==> src/rtl/brg_cgra_xcel_link_dist_if.sv <==
// Handshake bundle between the CGRA pod, the link distributor and the IO router links.
// Signal suffixes are relative to the distributor, which uses the slave modport.
interface brg_cgra_xcel_link_dist_if #(
  parameter int num_cgra_p = 2,
  parameter int num_row_p  = 8,
  parameter int width_p    = 64
);
  logic [num_cgra_p-1:0]              cgra_req_v_i;
  logic [num_cgra_p-1:0][width_p-1:0] cgra_req_data_i;
  logic [num_cgra_p-1:0]              cgra_req_ready_o;
  logic [num_row_p-1:0]               link_req_v_o;
  logic [num_row_p-1:0][width_p-1:0]  link_req_data_o;
  logic [num_row_p-1:0]               link_req_ready_i;
  logic [num_row_p-1:0]               link_credit_i;
  logic [num_row_p-1:0]               link_resp_v_i;
  logic [num_row_p-1:0][width_p-1:0]  link_resp_data_i;
  logic [num_row_p-1:0]               link_resp_ready_o;
  logic [num_cgra_p-1:0]              cgra_resp_v_o;
  logic [num_cgra_p-1:0][width_p-1:0] cgra_resp_data_o;
  logic [num_cgra_p-1:0]              cgra_resp_ready_i;

  modport slave (
    input  cgra_req_v_i, cgra_req_data_i, link_req_ready_i, link_credit_i,
    input  link_resp_v_i, link_resp_data_i, cgra_resp_ready_i,
    output cgra_req_ready_o, link_req_v_o, link_req_data_o, link_resp_ready_o,
    output cgra_resp_v_o, cgra_resp_data_o
  );

  modport master (
    output cgra_req_v_i, cgra_req_data_i, link_req_ready_i, link_credit_i,
    output link_resp_v_i, link_resp_data_i, cgra_resp_ready_i,
    input  cgra_req_ready_o, link_req_v_o, link_req_data_o, link_resp_ready_o,
    input  cgra_resp_v_o, cgra_resp_data_o
  );
endinterface

==> src/rtl/brg_cgra_xcel_link_dist.sv <==
// Steers CGRA requests onto credit-limited links of each CGRA's row group and
// round-robin merges the group's responses into one registered port per CGRA.
module brg_cgra_xcel_link_dist #(
  parameter int num_cgra_p        = 2,
  parameter int links_per_cgra_p  = 4,
  parameter int num_row_p         = num_cgra_p * links_per_cgra_p,
  parameter int width_p           = 64,
  parameter int max_out_credits_p = 16,
  localparam int cw_lp            = $clog2(max_out_credits_p + 1)
) (
  input  logic                            clk_i,
  input  logic                            reset_n_i,
  input  logic                            mode_i,
  brg_cgra_xcel_link_dist_if.slave        bus_if,
  output logic [num_row_p-1:0][cw_lp-1:0] out_credits_o,
  output logic [num_row_p-1:0]            credit_err_o,
  output logic                            idle_o
);
  localparam int lpc_lp = links_per_cgra_p;
  localparam int kw_lp  = (lpc_lp > 1) ? $clog2(lpc_lp) : 1;

  if (num_row_p != num_cgra_p * links_per_cgra_p) begin : g_bad_rows
    $error("num_row_p must equal num_cgra_p*links_per_cgra_p");
  end

  function automatic int wrap_k(input int base, input int ofs);
    return (base + ofs) % lpc_lp;
  endfunction

  logic [num_row_p-1:0][cw_lp-1:0]    cred_q, cred_d;
  logic [num_row_p-1:0]               err_q, err_d, elig, send;
  logic [num_cgra_p-1:0][kw_lp-1:0]   rr_ptr_q, lock_k_q, resp_ptr_q, sel_k, gnt_k;
  logic [num_cgra_p-1:0]              lock_q, sel_v, req_rdy, gnt_v, load_en, resp_v_q;
  logic [num_cgra_p-1:0][width_p-1:0] resp_data_q;

  // A locked selection wins over a fresh search so the link cannot move under a stalled request.
  always_comb begin
    for (int g = 0; g < num_row_p; g++) elig[g] = (cred_q[g] < cw_lp'(max_out_credits_p));
    for (int c = 0; c < num_cgra_p; c++) begin
      sel_v[c] = 1'b0;
      sel_k[c] = '0;
      if (lock_q[c]) begin
        sel_v[c] = 1'b1;
        sel_k[c] = lock_k_q[c];
      end else if (!mode_i) begin
        sel_v[c] = elig[c*lpc_lp];
      end else begin
        for (int i = lpc_lp - 1; i >= 0; i--) begin
          if (elig[c*lpc_lp + wrap_k(int'(rr_ptr_q[c]), i)]) begin
            sel_v[c] = 1'b1;
            sel_k[c] = kw_lp'(wrap_k(int'(rr_ptr_q[c]), i));
          end
        end
      end
      req_rdy[c] = sel_v[c] & bus_if.link_req_ready_i[c*lpc_lp + int'(sel_k[c])];
    end
    for (int g = 0; g < num_row_p; g++) begin
      bus_if.link_req_v_o[g]    = bus_if.cgra_req_v_i[g/lpc_lp] & sel_v[g/lpc_lp]
                                  & (sel_k[g/lpc_lp] == kw_lp'(g % lpc_lp));
      bus_if.link_req_data_o[g] = bus_if.cgra_req_data_i[g/lpc_lp];
      send[g]                   = bus_if.link_req_v_o[g] & bus_if.link_req_ready_i[g];
    end
    bus_if.cgra_req_ready_o = req_rdy;
  end

  always_comb begin
    for (int g = 0; g < num_row_p; g++) begin
      cred_d[g] = cred_q[g];
      err_d[g]  = err_q[g];
      if (send[g] && !bus_if.link_credit_i[g]) begin
        cred_d[g] = cred_q[g] + cw_lp'(1);
      end else if (!send[g] && bus_if.link_credit_i[g]) begin
        if (cred_q[g] == '0) err_d[g] = 1'b1;
        else cred_d[g] = cred_q[g] - cw_lp'(1);
      end
    end
  end

  // The output register refills in the same cycle it drains, keeping one response per cycle.
  always_comb begin
    bus_if.link_resp_ready_o = '0;
    for (int c = 0; c < num_cgra_p; c++) begin
      load_en[c] = ~resp_v_q[c] | bus_if.cgra_resp_ready_i[c];
      gnt_v[c]   = 1'b0;
      gnt_k[c]   = '0;
      for (int i = lpc_lp - 1; i >= 0; i--) begin
        if (bus_if.link_resp_v_i[c*lpc_lp + wrap_k(int'(resp_ptr_q[c]), i)]) begin
          gnt_v[c] = 1'b1;
          gnt_k[c] = kw_lp'(wrap_k(int'(resp_ptr_q[c]), i));
        end
      end
      if (load_en[c] && gnt_v[c]) bus_if.link_resp_ready_o[c*lpc_lp + int'(gnt_k[c])] = 1'b1;
    end
  end

  always_ff @(posedge clk_i) begin
    if (!reset_n_i) begin
      cred_q      <= '0;
      err_q       <= '0;
      rr_ptr_q    <= '0;
      lock_q      <= '0;
      lock_k_q    <= '0;
      resp_ptr_q  <= '0;
      resp_v_q    <= '0;
      resp_data_q <= '0;
    end else begin
      cred_q <= cred_d;
      err_q  <= err_d;
      for (int c = 0; c < num_cgra_p; c++) begin
        lock_q[c]   <= bus_if.cgra_req_v_i[c] & sel_v[c] & ~req_rdy[c];
        lock_k_q[c] <= sel_k[c];
        if (mode_i && bus_if.cgra_req_v_i[c] && req_rdy[c])
          rr_ptr_q[c] <= kw_lp'(wrap_k(int'(sel_k[c]), 1));
        if (load_en[c]) begin
          resp_v_q[c] <= gnt_v[c];
          if (gnt_v[c]) begin
            resp_data_q[c] <= bus_if.link_resp_data_i[c*lpc_lp + int'(gnt_k[c])];
            resp_ptr_q[c]  <= kw_lp'(wrap_k(int'(gnt_k[c]), 1));
          end
        end
      end
    end
  end

  assign bus_if.cgra_resp_v_o    = resp_v_q;
  assign bus_if.cgra_resp_data_o = resp_data_q;
  assign out_credits_o           = cred_q;
  assign credit_err_o            = err_q;
  assign idle_o                  = (cred_q == '0) && (resp_v_q == '0);
endmodule

==> src/flat_wrapper.sv <==
// flat-port wrapper written by rule: the top's interface ports become plain ports
module brg_cgra_xcel_link_dist_flat 
#(
  parameter int num_cgra_p        = 2,
  parameter int links_per_cgra_p  = 4,
  parameter int num_row_p         = num_cgra_p * links_per_cgra_p,
  parameter int width_p           = 64,
  parameter int max_out_credits_p = 16,
  localparam int cw_lp            = $clog2(max_out_credits_p + 1)
)
  (clk_i, reset_n_i, mode_i, out_credits_o, credit_err_o, idle_o, bus_if_cgra_req_v_i, bus_if_cgra_req_data_i, bus_if_link_req_ready_i, bus_if_link_credit_i, bus_if_link_resp_v_i, bus_if_link_resp_data_i, bus_if_cgra_resp_ready_i, bus_if_cgra_req_ready_o, bus_if_link_req_v_o, bus_if_link_req_data_o, bus_if_link_resp_ready_o, bus_if_cgra_resp_v_o, bus_if_cgra_resp_data_o);
  brg_cgra_xcel_link_dist_if #(.num_cgra_p(num_cgra_p), .num_row_p(num_row_p), .width_p(width_p)) bus_if_i ();
  input  logic clk_i;
  input  logic reset_n_i;
  input  logic mode_i;
  output logic [num_row_p-1:0][cw_lp-1:0] out_credits_o;
  output logic [num_row_p-1:0] credit_err_o;
  output logic idle_o;
  input wire logic [$bits(bus_if_i.cgra_req_v_i)-1:0] bus_if_cgra_req_v_i;
  input wire logic [$bits(bus_if_i.cgra_req_data_i)-1:0] bus_if_cgra_req_data_i;
  input wire logic [$bits(bus_if_i.link_req_ready_i)-1:0] bus_if_link_req_ready_i;
  input wire logic [$bits(bus_if_i.link_credit_i)-1:0] bus_if_link_credit_i;
  input wire logic [$bits(bus_if_i.link_resp_v_i)-1:0] bus_if_link_resp_v_i;
  input wire logic [$bits(bus_if_i.link_resp_data_i)-1:0] bus_if_link_resp_data_i;
  input wire logic [$bits(bus_if_i.cgra_resp_ready_i)-1:0] bus_if_cgra_resp_ready_i;
  output wire logic [$bits(bus_if_i.cgra_req_ready_o)-1:0] bus_if_cgra_req_ready_o;
  output wire logic [$bits(bus_if_i.link_req_v_o)-1:0] bus_if_link_req_v_o;
  output wire logic [$bits(bus_if_i.link_req_data_o)-1:0] bus_if_link_req_data_o;
  output wire logic [$bits(bus_if_i.link_resp_ready_o)-1:0] bus_if_link_resp_ready_o;
  output wire logic [$bits(bus_if_i.cgra_resp_v_o)-1:0] bus_if_cgra_resp_v_o;
  output wire logic [$bits(bus_if_i.cgra_resp_data_o)-1:0] bus_if_cgra_resp_data_o;
  assign bus_if_i.cgra_req_v_i = bus_if_cgra_req_v_i;
  assign bus_if_i.cgra_req_data_i = bus_if_cgra_req_data_i;
  assign bus_if_i.link_req_ready_i = bus_if_link_req_ready_i;
  assign bus_if_i.link_credit_i = bus_if_link_credit_i;
  assign bus_if_i.link_resp_v_i = bus_if_link_resp_v_i;
  assign bus_if_i.link_resp_data_i = bus_if_link_resp_data_i;
  assign bus_if_i.cgra_resp_ready_i = bus_if_cgra_resp_ready_i;
  assign bus_if_cgra_req_ready_o = bus_if_i.cgra_req_ready_o;
  assign bus_if_link_req_v_o = bus_if_i.link_req_v_o;
  assign bus_if_link_req_data_o = bus_if_i.link_req_data_o;
  assign bus_if_link_resp_ready_o = bus_if_i.link_resp_ready_o;
  assign bus_if_cgra_resp_v_o = bus_if_i.cgra_resp_v_o;
  assign bus_if_cgra_resp_data_o = bus_if_i.cgra_resp_data_o;
  brg_cgra_xcel_link_dist #(.num_cgra_p(num_cgra_p), .links_per_cgra_p(links_per_cgra_p), .num_row_p(num_row_p), .width_p(width_p), .max_out_credits_p(max_out_credits_p)) u_core (.clk_i(clk_i), .reset_n_i(reset_n_i), .mode_i(mode_i), .bus_if(bus_if_i), .out_credits_o(out_credits_o), .credit_err_o(credit_err_o), .idle_o(idle_o));
endmodule
==> config.mk <==
export PLATFORM = sky130hd
export DESIGN_NAME = brg_cgra_xcel_link_dist_flat
export DESIGN_NICKNAME = d
export VERILOG_FILES = /design/src/rtl/brg_cgra_xcel_link_dist_if.sv /design/src/rtl/brg_cgra_xcel_link_dist.sv /design/src/flat_wrapper.sv
export SDC_FILE = /design/constraint.sdc
export NUM_CORES = 1
export LEC_CHECK = 0
export CAP_MARGIN = 20
export CORE_AREA = 2 2 533 535
export CTS_CLUSTER_DIAMETER = 80
export DETAILED_ROUTE_END_ITERATION = 12
export DIE_AREA = 0 0 535 537
export PLACE_DENSITY = 0.32
export RECOVER_POWER = 100
export SYNTH_ARGS = -nofsm -noshare
export SYNTH_HDL_FRONTEND = slang
export SYNTH_SLANG_ARGS = --single-unit
==> constraint.sdc <==
create_clock -name clk_i -period 7.45 [get_ports clk_i]
set_input_delay 1.49 -clock clk_i [delete_from_list [all_inputs] [get_ports clk_i]]
set_output_delay 1.49 -clock clk_i [all_outputs]
set_load 0.1 [all_outputs]
==> impl_metrics.env <==
export IMPL_status="finished, violations left"
export IMPL_violations="max-capacitance violations, max-slew violations"
export IMPL_min_to="u_core.bus_if.cgra_resp_data_o[48]$_SDFFE_PN0P_"
export IMPL_end_kind="output port"
export IMPL_ys_seq_area_share_pct=24.5
export IMPL_r2r_cells=7
export IMPL_peakVddDrop_uv=240
export IMPL_vias=15800
export IMPL_clkTransAtPathRegs_ps=70
export IMPL_vias_per_cell=2.58
export IMPL_grt_max_degree=112
export IMPL_synthFlopType="dfxtp_1"
export IMPL_fin_tns_setup_ps=0
export IMPL_synth_top_cells_by_count="nand2_1, buf_4, a21oi_1"
export IMPL_rsz0062_at_grt="no"
export IMPL_power_density_nw_per_um2=300
export IMPL_synthCells=2198
export IMPL_slowest_delay_ps=1560
export IMPL_synth_most_common_cell="nand2_1"
export IMPL_yosys_warnings=0
export IMPL_dr_pass1_iters=5
export IMPL_clock_skew_ps=32.9
export IMPL_grt_ovfl_total=0
export IMPL_start_util_pct=5.58
export IMPL_ys_types=59
export IMPL_nNetsFinal=3097
export IMPL_antenna_found_initial=72
export IMPL_grt_pass1_wl_um=190000
export IMPL_root_buffer="clkbuf_16"
export IMPL_r2r_end="u_core.bus_if.cgra_resp_data_o[107]$_SDFFE_PN0P_"
export IMPL_postRouteWirelength_um=155000
export IMPL_grt_usage_pct=10.3
export IMPL_min_path_type="flip-flop to flip-flop"
export IMPL_netlist_area_sq_um=15700
export IMPL_cp_cell_sequence="dlygate4sd3_1 > a21o_1 > a21oi_1 > o22a_4 > inv_1 > ha_1 > and2_1 > buf_4"
export IMPL_synth_largest_area_cell="dfxtp_1"
export IMPL_crit_reg2reg_launch="u_core.resp_ptr_q[2]$_SDFFE_PN0P_"
export IMPL_cts_sinks=192
export IMPL_core_area_sq_um=281000
export IMPL_dp_hpwl_um=136000
export IMPL_cp_required_ps=5960
export IMPL_final_setup_viol_count=0
export IMPL_numCtsBuffers=25
export IMPL_htreeDepth=4
export IMPL_final_max_slew_viol_count=189
export IMPL_whs_path_depth=1
export IMPL_pin_count=1380
export IMPL_wl_per_cell_um=25.3
export IMPL_max_freq_mhz=156
export IMPL_slew_headroom_pct=-122
export IMPL_max_cap_violations=26
export IMPL_die_x_um=535
export IMPL_cp_max_fo=45
export IMPL_critPathBufInv=3
export IMPL_insertion_delay_ps=580
export IMPL_cpMaxStageDelayCell="inv_1"
export IMPL_fin_cells=6121
export IMPL_antenna_left=0
export IMPL_layout_min_cycle_time_ps=6400
export IMPL_rows=195
export IMPL_reg2reg_setup_slack_ps=2680
export IMPL_synth_area_per_cell_sq_um=7.14
export IMPL_die_area_sq_um=287000
export IMPL_max_slew_worst_pin_slew_ps=3330
export IMPL_p_leak_uw=0.00931
export IMPL_port_buffers=739
export IMPL_start_kind="input pin"
export IMPL_netlist_top_cells_area="dfxtp_1, buf_4, nand2_1"
export IMPL_drive_gt1_share_pct=2.88
export IMPL_cts_tree="yes"
export IMPL_synth_seq_cells=192
export IMPL_clockBufferDepth=3
export IMPL_place_congestion=0.837
export IMPL_final_period_utilization_pct=86.0
export IMPL_critical_path_class="input pin to output port"
export IMPL_drc_errors=0
export IMPL_power_uw=7240
export IMPL_synthArstFlopShare_pct=0
export IMPL_cts_hold_buf=0
export IMPL_holdWs_ps=457
export IMPL_first_global_vias=16200
export IMPL_dpl_cell_count=6076
export IMPL_yosysTopAreaCellShare_pct=24.5
export IMPL_cp_top_family="buffers and inverters"
export IMPL_die_h_um=537
export IMPL_syn2layout_area_growth_pct=53.9
export IMPL_synth_edff_count=0
export IMPL_synth_fp_nets=2935
export IMPL_first_iter_violations=842
export IMPL_cts_setup_buffers=0
export IMPL_hold_violations=0
export IMPL_cts_resized=0
export IMPL_min_from="u_core.bus_if.cgra_resp_data_o[48]$_SDFFE_PN0P_"
export IMPL_worstPathArrival_ps=4910
[metal layers]
metal  wire (um)  up-vias  track usage (%)
met3       30400      192             9.13
li1            -     7090                -
met4        3690       25             2.22
met2       79000     1399             19.0
met1       41400     7072             7.88
met5         479        -            0.872
[stage by stage]
step | cell area, sq um | setup slack (ps) | utilization (%)
after CTS | 24300 | 1500 | 8.65
final | 24200 | 1050 | 8.59
after floorplan | 15700 | 2240 | -
after global placement | 23600 | 1500 | 8.38
after detailed placement | 23600 | 1520 | 8.38
after global routing | 24100 | 809 | 8.58
[worst max-delay path by stage]
stage | depth (start not counted) | from | endpoint | slack (ps)
floorplan | 6 | mode_i | bus_if_cgra_req_ready_o[1] | 2240
finish | 8 | bus_if_link_resp_v_i[5] | bus_if_link_resp_ready_o[4] | 1050
global route | 8 | bus_if_link_resp_v_i[5] | bus_if_link_resp_ready_o[6] | 810
detailed placement | 7 | mode_i | bus_if_link_req_v_o[7] | 1520
global placement | 7 | mode_i | bus_if_link_req_v_o[7] | 1500
CTS | 7 | mode_i | bus_if_link_req_v_o[7] | 1500
[where the power goes]
group / internal (uW) / switching (uW) / total [uW]
sequential: 1270 / 271 / 1540
clock: 719 / 580 / 1300
combinational: 1160 / 3250 / 4400
[layout by cell type, fill, tap and decap left out, types with 12 or more instances in the layout]
master / n
a21o_1: 12
dlygate4sd3_1: 146
nor2_1: 73
nor2b_1: 13
clkdlybuf4s50_1: 539
a21oi_1: 307
buf_4: 14
a211oi_1: 13
diode_2: 13
and2_1: 13
nand2_1: 566
inv_1: 53
clkbuf_1: 50
clkbuf_16: 25
dfxtp_1: 192
ha_1: 58
a211o_1: 128
xnor2_1: 24
[cells by family after synthesis]
kind of cell             share of synthesized area [%]
XOR/XNOR                                          1.56
AND/OR/NAND/NOR                                   18.6
flip-flops                                        24.5
buffers and inverters                             28.5
adder cells (fa/ha/maj)                           5.64
AO/OA/AOI/OAI                                     20.3
multiplexers                                     0.948
[registers in the layout (all words and copies together), names as in the netlist]
register	flops
u_core.bus_if.cgra_resp_data_o	128
u_core.bus_if.cgra_resp_v_o	2
u_core.credit_err_o	8
u_core.lock_k_q	4
u_core.lock_q	2
u_core.out_credits_o	40
u_core.resp_ptr_q	4
u_core.rr_ptr_q	4
[layout make-up]
type	count	area (sq um)
Sequential cell	192	3840
Antenna cell	13	32.5
Clock inverter	6	111
Timing Repair Buffer	754	7220
Inverter	55	209
Clock buffer	26	639
Fill cell	33000	257000
Tap cell	3743	4680
Multi-Input combinational cell	1332	7430
(Power assumes the default switching activity.)
